### src/rtl/display_pkg.sv
// Shared types and default widths for the display-link register channel.
package display_pkg;

  localparam int unsigned NREQ_DEF     = 4;
  localparam int unsigned AW_DEF       = 16;
  localparam int unsigned DW_DEF       = 32;
  localparam int unsigned TAGDEPTH_DEF = 4;
  localparam int unsigned TAGW         = $clog2(NREQ_DEF);

  typedef logic [TAGW-1:0] tag_t;

  typedef struct packed {
    logic              write;
    logic [AW_DEF-1:0] addr;
    logic [DW_DEF-1:0] wdata;
  } cmd_t;

endpackage

### src/rtl/display_link_arbiter_if.sv
// Requester-side and link-side signal bundle of the display-link arbiter.
interface display_link_arbiter_if
  import display_pkg::*;
#(
  parameter int unsigned NREQ = NREQ_DEF,
  parameter int unsigned AW   = AW_DEF,
  parameter int unsigned DW   = DW_DEF
);
  logic [NREQ-1:0]    req_valid;
  logic [NREQ-1:0]    req_ready;
  logic [NREQ-1:0]    req_write;
  logic [NREQ*AW-1:0] req_addr;
  logic [NREQ*DW-1:0] req_wdata;
  logic [NREQ-1:0]    resp_valid;
  logic [DW-1:0]      resp_data;
  logic               link_valid;
  logic               link_ready;
  logic               link_write;
  logic [AW-1:0]      link_addr;
  logic [DW-1:0]      link_wdata;
  logic               link_rvalid;
  logic [DW-1:0]      link_rdata;
  logic               err_orphan;

  modport master (
    output req_valid, req_write, req_addr, req_wdata, link_ready, link_rvalid, link_rdata,
    input  req_ready, resp_valid, resp_data, link_valid, link_write, link_addr, link_wdata,
           err_orphan
  );

  modport slave (
    input  req_valid, req_write, req_addr, req_wdata, link_ready, link_rvalid, link_rdata,
    output req_ready, resp_valid, resp_data, link_valid, link_write, link_addr, link_wdata,
           err_orphan
  );
endinterface

### src/rtl/display_tag_fifo.sv
// Ordered FIFO of requester tags for reads in flight on the link.
module display_tag_fifo
  import display_pkg::*;
#(
  parameter  int unsigned W     = TAGW,
  parameter  int unsigned DEPTH = TAGDEPTH_DEF,
  localparam int unsigned PW    = $clog2(DEPTH),
  localparam int unsigned CW    = PW + 1
) (
  input  logic          clk,
  input  logic          rst_n,
  input  logic          push,
  input  logic          pop,
  input  logic [W-1:0]  din,
  output logic [W-1:0]  dout,
  output logic [CW-1:0] count,
  output logic          empty,
  output logic          full
);

  logic [W-1:0]  mem_q [DEPTH];
  logic [PW-1:0] wr_q;
  logic [PW-1:0] rd_q;
  logic [CW-1:0] cnt_q;
  logic          do_push;
  logic          do_pop;

  assign empty   = (cnt_q == '0);
  assign full    = (cnt_q == CW'(DEPTH));
  assign count   = cnt_q;
  assign dout    = mem_q[rd_q];
  // A pop frees the slot a simultaneous push may need.
  assign do_pop  = pop && !empty;
  assign do_push = push && (!full || do_pop);

  // Tag storage, no reset needed: only read when occupied.
  always_ff @(posedge clk) begin
    if (do_push) mem_q[wr_q] <= din;
  end

  // Pointer and occupancy bookkeeping.
  always_ff @(posedge clk) begin
    if (!rst_n) begin
      wr_q  <= '0;
      rd_q  <= '0;
      cnt_q <= '0;
    end else begin
      if (do_push) wr_q <= wr_q + PW'(1);
      if (do_pop)  rd_q <= rd_q + PW'(1);
      cnt_q <= cnt_q + CW'(do_push) - CW'(do_pop);
    end
  end

endmodule

### src/rtl/display_link_arbiter.sv
// Round-robin arbiter sharing the display-link register channel among requesters.
module display_link_arbiter
  import display_pkg::*;
#(
  parameter int unsigned NREQ     = NREQ_DEF,
  parameter int unsigned AW       = AW_DEF,
  parameter int unsigned DW       = DW_DEF,
  parameter int unsigned TAGDEPTH = TAGDEPTH_DEF
) (
  input  logic                    c125,
  input  logic                    reset,
  display_link_arbiter_if.slave   bus
);

  localparam int unsigned TW = (NREQ > 1) ? $clog2(NREQ) : 1;
  localparam int unsigned CW = $clog2(TAGDEPTH) + 1;

  logic [TW-1:0]   ptr_q;
  logic            link_valid_q;
  logic            link_write_q;
  logic [AW-1:0]   link_addr_q;
  logic [DW-1:0]   link_wdata_q;
  logic [NREQ-1:0] resp_valid_q;
  logic [DW-1:0]   resp_data_q;
  logic            err_orphan_q;

  logic            load_c;
  logic [NREQ-1:0] elig_c;
  logic            grant_any_c;
  logic [TW-1:0]   grant_idx_c;
  logic [NREQ-1:0] grant_oh_c;
  logic            push_c;

  logic [TW-1:0]   tag_head;
  logic [CW-1:0]   tag_count;
  logic            tag_empty;
  logic            tag_full;

  assign load_c = !link_valid_q || bus.link_ready;

  // Reads need a free tag slot (registered count); writes always eligible.
  always_comb begin
    elig_c = '0;
    for (int unsigned i = 0; i < NREQ; i++) begin
      elig_c[i] = bus.req_valid[i] && (bus.req_write[i] || (tag_count < CW'(TAGDEPTH)));
    end
  end

  // First eligible requester scanning upward from the round-robin pointer.
  always_comb begin
    int unsigned idx;
    idx         = 0;
    grant_any_c = 1'b0;
    grant_idx_c = '0;
    for (int unsigned k = 0; k < NREQ; k++) begin
      idx = (32'(ptr_q) + k) % NREQ;
      if (!grant_any_c && elig_c[idx]) begin
        grant_any_c = 1'b1;
        grant_idx_c = TW'(idx);
      end
    end
  end

  assign grant_oh_c = (load_c && grant_any_c) ? (NREQ'(1) << grant_idx_c) : '0;
  assign push_c     = load_c && grant_any_c && !bus.req_write[grant_idx_c] && !tag_full;

  display_tag_fifo #(.W(TW), .DEPTH(TAGDEPTH)) u_tag_fifo (
    .clk   (c125),
    .rst_n (reset),
    .push  (push_c),
    .pop   (bus.link_rvalid),
    .din   (grant_idx_c),
    .dout  (tag_head),
    .count (tag_count),
    .empty (tag_empty),
    .full  (tag_full)
  );

  // Command output stage: load on grant, hold while the link back-pressures.
  always_ff @(posedge c125) begin
    if (!reset) begin
      ptr_q        <= '0;
      link_valid_q <= 1'b0;
      link_write_q <= 1'b0;
      link_addr_q  <= '0;
      link_wdata_q <= '0;
    end else if (load_c) begin
      if (grant_any_c) begin
        link_valid_q <= 1'b1;
        link_write_q <= bus.req_write[grant_idx_c];
        link_addr_q  <= bus.req_addr[32'(grant_idx_c)*AW +: AW];
        link_wdata_q <= bus.req_wdata[32'(grant_idx_c)*DW +: DW];
        ptr_q        <= TW'((32'(grant_idx_c) + 1) % NREQ);
      end else begin
        link_valid_q <= 1'b0;
      end
    end
  end

  // Route returned read data to the tag at the FIFO head; flag orphans.
  always_ff @(posedge c125) begin
    if (!reset) begin
      resp_valid_q <= '0;
      resp_data_q  <= '0;
      err_orphan_q <= 1'b0;
    end else begin
      resp_valid_q <= '0;
      if (bus.link_rvalid) begin
        if (!tag_empty) begin
          resp_valid_q <= NREQ'(1) << tag_head;
          resp_data_q  <= bus.link_rdata;
        end else begin
          err_orphan_q <= 1'b1;
        end
      end
    end
  end

  assign bus.req_ready  = grant_oh_c;
  assign bus.link_valid = link_valid_q;
  assign bus.link_write = link_write_q;
  assign bus.link_addr  = link_addr_q;
  assign bus.link_wdata = link_wdata_q;
  assign bus.resp_valid = resp_valid_q;
  assign bus.resp_data  = resp_data_q;
  assign bus.err_orphan = err_orphan_q;

endmodule
### src/flat_wrapper.sv
// flat-port wrapper written by rule: the top's interface ports become plain ports
module display_link_arbiter_flat import display_pkg::*;
#(
  parameter int unsigned NREQ     = NREQ_DEF,
  parameter int unsigned AW       = AW_DEF,
  parameter int unsigned DW       = DW_DEF,
  parameter int unsigned TAGDEPTH = TAGDEPTH_DEF
)
  (c125, reset, bus_req_valid, bus_req_write, bus_req_addr, bus_req_wdata, bus_link_ready, bus_link_rvalid, bus_link_rdata, bus_req_ready, bus_resp_valid, bus_resp_data, bus_link_valid, bus_link_write, bus_link_addr, bus_link_wdata, bus_err_orphan);
  display_link_arbiter_if #(.NREQ(NREQ), .AW(AW), .DW(DW)) bus_i ();
  input  logic c125;
  input  logic reset;
  input wire logic [$bits(bus_i.req_valid)-1:0] bus_req_valid;
  input wire logic [$bits(bus_i.req_write)-1:0] bus_req_write;
  input wire logic [$bits(bus_i.req_addr)-1:0] bus_req_addr;
  input wire logic [$bits(bus_i.req_wdata)-1:0] bus_req_wdata;
  input wire logic [$bits(bus_i.link_ready)-1:0] bus_link_ready;
  input wire logic [$bits(bus_i.link_rvalid)-1:0] bus_link_rvalid;
  input wire logic [$bits(bus_i.link_rdata)-1:0] bus_link_rdata;
  output wire logic [$bits(bus_i.req_ready)-1:0] bus_req_ready;
  output wire logic [$bits(bus_i.resp_valid)-1:0] bus_resp_valid;
  output wire logic [$bits(bus_i.resp_data)-1:0] bus_resp_data;
  output wire logic [$bits(bus_i.link_valid)-1:0] bus_link_valid;
  output wire logic [$bits(bus_i.link_write)-1:0] bus_link_write;
  output wire logic [$bits(bus_i.link_addr)-1:0] bus_link_addr;
  output wire logic [$bits(bus_i.link_wdata)-1:0] bus_link_wdata;
  output wire logic [$bits(bus_i.err_orphan)-1:0] bus_err_orphan;
  assign bus_i.req_valid = bus_req_valid;
  assign bus_i.req_write = bus_req_write;
  assign bus_i.req_addr = bus_req_addr;
  assign bus_i.req_wdata = bus_req_wdata;
  assign bus_i.link_ready = bus_link_ready;
  assign bus_i.link_rvalid = bus_link_rvalid;
  assign bus_i.link_rdata = bus_link_rdata;
  assign bus_req_ready = bus_i.req_ready;
  assign bus_resp_valid = bus_i.resp_valid;
  assign bus_resp_data = bus_i.resp_data;
  assign bus_link_valid = bus_i.link_valid;
  assign bus_link_write = bus_i.link_write;
  assign bus_link_addr = bus_i.link_addr;
  assign bus_link_wdata = bus_i.link_wdata;
  assign bus_err_orphan = bus_i.err_orphan;
  display_link_arbiter #(.NREQ(NREQ), .AW(AW), .DW(DW), .TAGDEPTH(TAGDEPTH)) u_core (.c125(c125), .reset(reset), .bus(bus_i));
endmodule
### config.mk
export PLATFORM = sky130hd
export DESIGN_NAME = display_link_arbiter_flat
export DESIGN_NICKNAME = d
export VERILOG_FILES = /design/src/rtl/display_pkg.sv /design/src/rtl/display_link_arbiter_if.sv /design/src/rtl/display_tag_fifo.sv /design/src/rtl/display_link_arbiter.sv /design/src/flat_wrapper.sv
export SDC_FILE = /design/constraint.sdc
export NUM_CORES = 1
export LEC_CHECK = 0
export BUFFER_PORTS_ARGS = -buffer_cell sky130_fd_sc_hd__buf_4
export CORE_ASPECT_RATIO = 1.25
export CORE_UTILIZATION = 30
export CTS_CLUSTER_SIZE = 40
export DETAILED_ROUTE_END_ITERATION = 10
export PLACE_DENSITY_LB_ADDON = 0.15
export SLEW_MARGIN = 20
export SYNTH_ARGS = -nofsm -noshare
export SYNTH_HDL_FRONTEND = slang
export SYNTH_HIERARCHICAL = 1
export SYNTH_SLANG_ARGS = --single-unit
### constraint.sdc
create_clock -name c125 -period 3.9 [get_ports c125]
set_input_delay 0.39 -clock c125 [delete_from_list [all_inputs] [get_ports c125]]
set_output_delay 0.39 -clock c125 [all_outputs]
set_load 0.05 [all_outputs]
# After elaboration in Yosys (flattened, before gate mapping)
# Memory sizes are Yosys's and may differ from the RTL's. A register that Yosys moved wholly into a read port is not among the register bits.
# Cells that the tools add are included.
# op_classes
bitwise_logic,3
shifts,4
magnitude_cmp,6
eq_ne,1
n_reduce_logical,30
n_mux,24
add_sub_neg,8
# op_table
cell,n
128-bit by 8-bit variable part select with 32-bit output,1
64-bit by 7-bit variable part select with 16-bit output,1
"2-bit by 3-bit less-than comparator with 1-bit output, second input constant",5
1-bit logical AND,12
1-bit two-way mux,12
2-bit two-way mux,6
1-bit binary-select mux with 2-bit select,5
"2-bit by 1-bit adder with 2-bit output, second input constant",4
"1-bit by 2-bit << shifter with 4-bit output, first input constant",2
1-bit zero test,7
1-bit logical OR,6
2-bit AND reduction,3
"2-bit adder, second input constant",2
4-bit two-way mux,1
3-bit by 1-bit adder with 3-bit output,1
"3-bit == test, second input constant",1
3-bit zero test,1
"3-bit less-than comparator, second input constant",1
1-bit inverter,3
3-bit OR reduction,1
3-bit by 1-bit subtractor with 3-bit output,1
# totals
regBits,96
ram_bits,8
elab_cells,88
output_inout_bits,91
inputBits,236
n_memories,1
# mem_list
name,depth,width,read_ports,rd_ports_with_merged_regs,write_ports,line_no,text
u_core.u_tag_fifo.mem_q,4,2,1,1,1,display_tag_fifo.sv:21,logic [W-1:0] mem_q [DEPTH];

# Longest topological paths before layout
# logic_depth
depth_word,23
mapped_depth,14

# Cells and area by module
# Netlist, hierarchy kept.
# modules_own_cells
module,instances,seq_area_each_um2,cells_per_inst,area_per_inst_um2
display_link_arbiter,1,1781.7,638,4703.3
display_tag_fifo,1,420.4,57,765.7

# Least setup slack after synthesis
# OpenSTA, ideal clock, no wires.
# synth_timing
kind,reg-to-reg
start,register u_core.u_tag_fifo.cnt_q[2] (netlist: u_core/u_tag_fifo/count[2])
end,register u_core.u_tag_fifo.cnt_q[2] (netlist: u_core/u_tag_fifo/count[2])
stages_incl_launch_ff,15
path_slack_ps,890
setup_time_ps,115
arrival_time_ps,2895
t_required_ps,3785
path_cell_list,dfxtp_1 > nand2b_1 > a32oi_1 > o21a_1 > buf_4 > buf_2 > mux2i_1 > mux2i_1 > nor3b_1 > or2_1 > a21bo_1 > ha_1 > fa_1 > xnor2_1 > and2_1
# synth_between
elab_chain_cells,23
word_cells_on_any_way,46
# synth_lines
item,line_no,text
"start, declared",display_tag_fifo.sv:24,logic [CW-1:0] cnt_q;
"start signal, assigned",display_tag_fifo.sv:50,cnt_q <= cnt_q + CW'(do_push) - CW'(do_pop);
3-bit less-than comparator,display_link_arbiter.sv:45,elig_c[i] = bus.req_valid[i] && (bus.req_write[i] || (tag_count < CW'(TAGDEPTH)));
1-bit logical OR,display_link_arbiter.sv:45,
1-bit logical AND,display_link_arbiter.sv:45,
1-bit binary-select mux with 2-bit select,display_link_arbiter.sv:57,if (!grant_any_c && elig_c[idx]) begin
1-bit two-way mux (implied by the code),display_link_arbiter.sv:57,
1-bit two-way mux,display_link_arbiter.sv:57,
1-bit zero test,display_link_arbiter.sv:57,
1-bit logical AND,display_link_arbiter.sv:57,
[8 not listed],--,
1-bit two-way mux (implied by the code),display_link_arbiter.sv:65,assign push_c = load_c && grant_any_c && !bus.req_write[grant_idx_c] && !tag_full;
1-bit zero test,display_link_arbiter.sv:65,
1-bit logical AND,display_link_arbiter.sv:65,
1-bit logical AND (*),display_link_arbiter.sv:65,
net u_core.push_c,display_link_arbiter.sv:32,logic push_c;
1-bit logical AND (*),display_tag_fifo.sv:34,assign do_push = push && (!full || do_pop);
3-bit by 1-bit adder with 3-bit output (*),display_tag_fifo.sv:50,
3-bit by 1-bit subtractor with 3-bit output (*),display_tag_fifo.sv:50,
# The timed path passes the listed nets; every way through them passes the cells marked *. The select of a mux whose other input is x is not followed.
# A chain may end at the register's enable or synchronous reset.

# Worst setup path after layout
# Same ends and word-level chain as after synthesis.

==> impl_metrics.env <==
export IMPL_synth_top_area_cell="dfxtp_1"
export IMPL_grt_pass1_vias=5654
export IMPL_routed_wl_um=19700
export IMPL_min_path_type="in2reg"
export IMPL_yosysSeqAreaShare=0.403
export IMPL_synth_most_common_cell="nand2_1"
export IMPL_port_buffers=326
export IMPL_synth_area_per_cell_um2=7.87
export IMPL_nFillCells=1830
export IMPL_ant_nets=0
export IMPL_htreeDepth=3
export IMPL_critPathLaunchType="flop"
export IMPL_drt_iter0_drc=194
export IMPL_clock_sinks=106
export IMPL_synthDistinctLibCells=46
export IMPL_hold_ws_ns=0.294
export IMPL_cts_setup_buffers=0
export IMPL_synth_cells=695
export IMPL_fmax_mhz=302
export IMPL_track_usage=0.208
export IMPL_core_region_area_um2=17600
export IMPL_grt_pass1_wl_um=30000
export IMPL_period_needed_ns=3.32
export IMPL_status="finished, final reports clean"
export IMPL_ys_top_cells_by_area="dfxtp_1 36%, nand2_1 18%, a32o_1 8.8%, nand3_1 8.0%, a21boi_0 4.4%"
export IMPL_antenna_found_initial=3
export IMPL_fin_nets=1233
export IMPL_start_util=0.310
export IMPL_peakVddDrop_mv=0.296
export IMPL_max_slew_margin_rel=0.449
export IMPL_ctsHoldBuffers=0
export IMPL_arrival_ns=3.56
export IMPL_drive_gt1_frac=0.379
export IMPL_synth_edff_count=8
export IMPL_synth_commonest_cells="264 x nand2_1, 98 x dfxtp_1, 87 x nand3_1"
export IMPL_cts_root_buffer="clkbuf_16"
export IMPL_drc=0
export IMPL_worst_ep_required_time_ns=4.15
export IMPL_fin_skew_ns=0.00795
export IMPL_p_leak_uw=0.00389
export IMPL_setup_tns_ns=0
export IMPL_cts_reportedPaths_clkPinSlew_ns=0.08
export IMPL_cts_made_buffers=9
export IMPL_synthArstFlopShare=0
export IMPL_synth_seq_cells=106
export IMPL_vias_per_cell=4.82
export IMPL_wire_per_inst_um=16.2
export IMPL_fin_crit_sh=0.850
export IMPL_powerDensity_nw_per_um2=685
export IMPL_drtPass1Iterations=4
export IMPL_endpoint_kind="flop"
export IMPL_drv_cap=0
export IMPL_post_cts_resized=0
export IMPL_hold_viol_final=0
export IMPL_synthFlopType="dfxtp_1"
export IMPL_area_growth_pct=51.7
export IMPL_ys_warn_count=6
export IMPL_gr_total_overflow=0
export IMPL_clk_latency_ns=0.35
export IMPL_vias=5866
export IMPL_die_w_um=123
export IMPL_pin_count=327
export IMPL_synth_top_area_share=0.359
export IMPL_synth_area_um2=5470
export IMPL_setup_viol=0
export IMPL_dp_hpwl_um=14300
export IMPL_cts_tree="built"
export IMPL_worstMarginPinSlew_ns=0.827
export IMPL_die_area_um2=18800
export IMPL_grt_max_degree=80
export IMPL_rows=54
export IMPL_die_height_um=153
export IMPL_place_gp_congestion=0.789
export IMPL_rsz0062_at_grt="false"
export IMPL_clock_path_buffers=2
export IMPL_crit_type="reg2reg"
export IMPL_crit_fanout=27
export IMPL_syn_nets=941
export IMPL_report_final_slew_viol_count=0
[final timing paths]
check                             start                    endpoint  slack, ns  depth (start not counted)
min                  bus_link_rdata[18]    u_core/bus.resp_data[18]       0.29                          3
max          u_core/u_tag_fifo/count[2]  u_core/u_tag_fifo/count[2]       0.58                         12
max reg2reg  u_core/u_tag_fifo/count[2]  u_core/u_tag_fifo/count[2]       0.58                         12
min reg2reg     u_core/bus.resp_data[1]     u_core/bus.resp_data[1]       0.46                          2
[worst max-delay path, stage by stage, from the launching register on]
cell,delay [ns]
dfxtp_1,0.56
nand2b_1,0.13
a32oi_1,0.27
o21a_4,0.42
mux2i_1,0.23
mux2i_1,0.11
nor3b_1,0.23
or2_1,0.17
a21bo_1,0.21
ha_1,0.20
fa_1,0.41
xnor2_1,0.13
and2_1,0.15
[layout make-up]
type / count / area (µm²) / area share
Clock inverter: 7 / 52.6 / 0.00634
Sequential cell: 106 / 2200 / 0.265
Antenna cell: 2 / 5.00 / 0.000603
Timing Repair Buffer: 336 / 2520 / 0.304
Multi-Input combinational cell: 524 / 2960 / 0.357
Clock buffer: 9 / 225 / 0.0272
Tap cell: 224 / 280 / 0.0338
Inverter: 10 / 43.8 / 0.00528
[power by group]
| group | switching [µW] | total [µW] | internal (µW) |
|---|---|---|---|
| clock | 436 | 875 | 438 |
| combinational | 2140 | 3230 | 1090 |
| sequential | 175 | 1580 | 1410 |
| total | 2750 | 5680 | 2940 |
[layer usage]
metal,share of wire,track usage
met4,0.015,0.0621
met2,0.49,0.364
met1,0.39,0.232
met3,0.10,0.0716
met5,0.00046,0
[flip-flops by register name (all words and copies together), names as in the netlist, 2 cells and up, named ones only]
name,count
u_core/bus.link_wdata,32
u_core/bus.resp_data,32
u_core/bus.link_addr,16
u_core/u_tag_fifo/mem_q,8
u_core/bus.resp_valid,4
u_core/u_tag_fifo/count,3
u_core/ptr_q,2
u_core/u_tag_fifo/rd_q,2
u_core/u_tag_fifo/wr_q,2
[per-stage QoR]
step / cell area [µm²] / cells / setup WS (ns) / power [µW] / utilization
final: 8290 / 1218 / 0.584 / 5680 / 0.470
after CTS: 8290 / 1216 / 0.548 / 5760 / 0.470
after floorplan: 5470 / 695 / 0.890 / 3900 / -
after global placement: 8010 / 1200 / 0.614 / 4850 / 0.454
after detailed placement: 8010 / 1200 / 0.565 / 4870 / 0.454
after global routing: 8290 / 1216 / 0.274 / 6070 / 0.470
[cell families after synthesis]
| family | share of synthesized area |
|---|---|
| adder cells (fa/ha/maj) | 0.0243 |
| XOR/XNOR | 0.00641 |
| buffers and inverters | 0.0593 |
| flip-flops | 0.403 |
| multiplexers | 0.0192 |
| AO/OA/AOI/OAI | 0.165 |
| AND/OR/NAND/NOR | 0.323 |
[cell usage in the layout, fill, tap and decap left out, types with 4 or more instances in the layout]
cell	count
nand2_1	264
nand3_1	87
nor2_1	5
a21boi_0	32
buf_4	336
edfxtp_1	8
clkbuf_16	9
nand3_2	10
mux2i_1	6
inv_1	8
and2_1	16
dfxtp_1	98
a32o_1	48
nand2b_1	5
nor2b_1	4
ha_1	9
No activity file was read; power rests on OpenSTA's default activity.
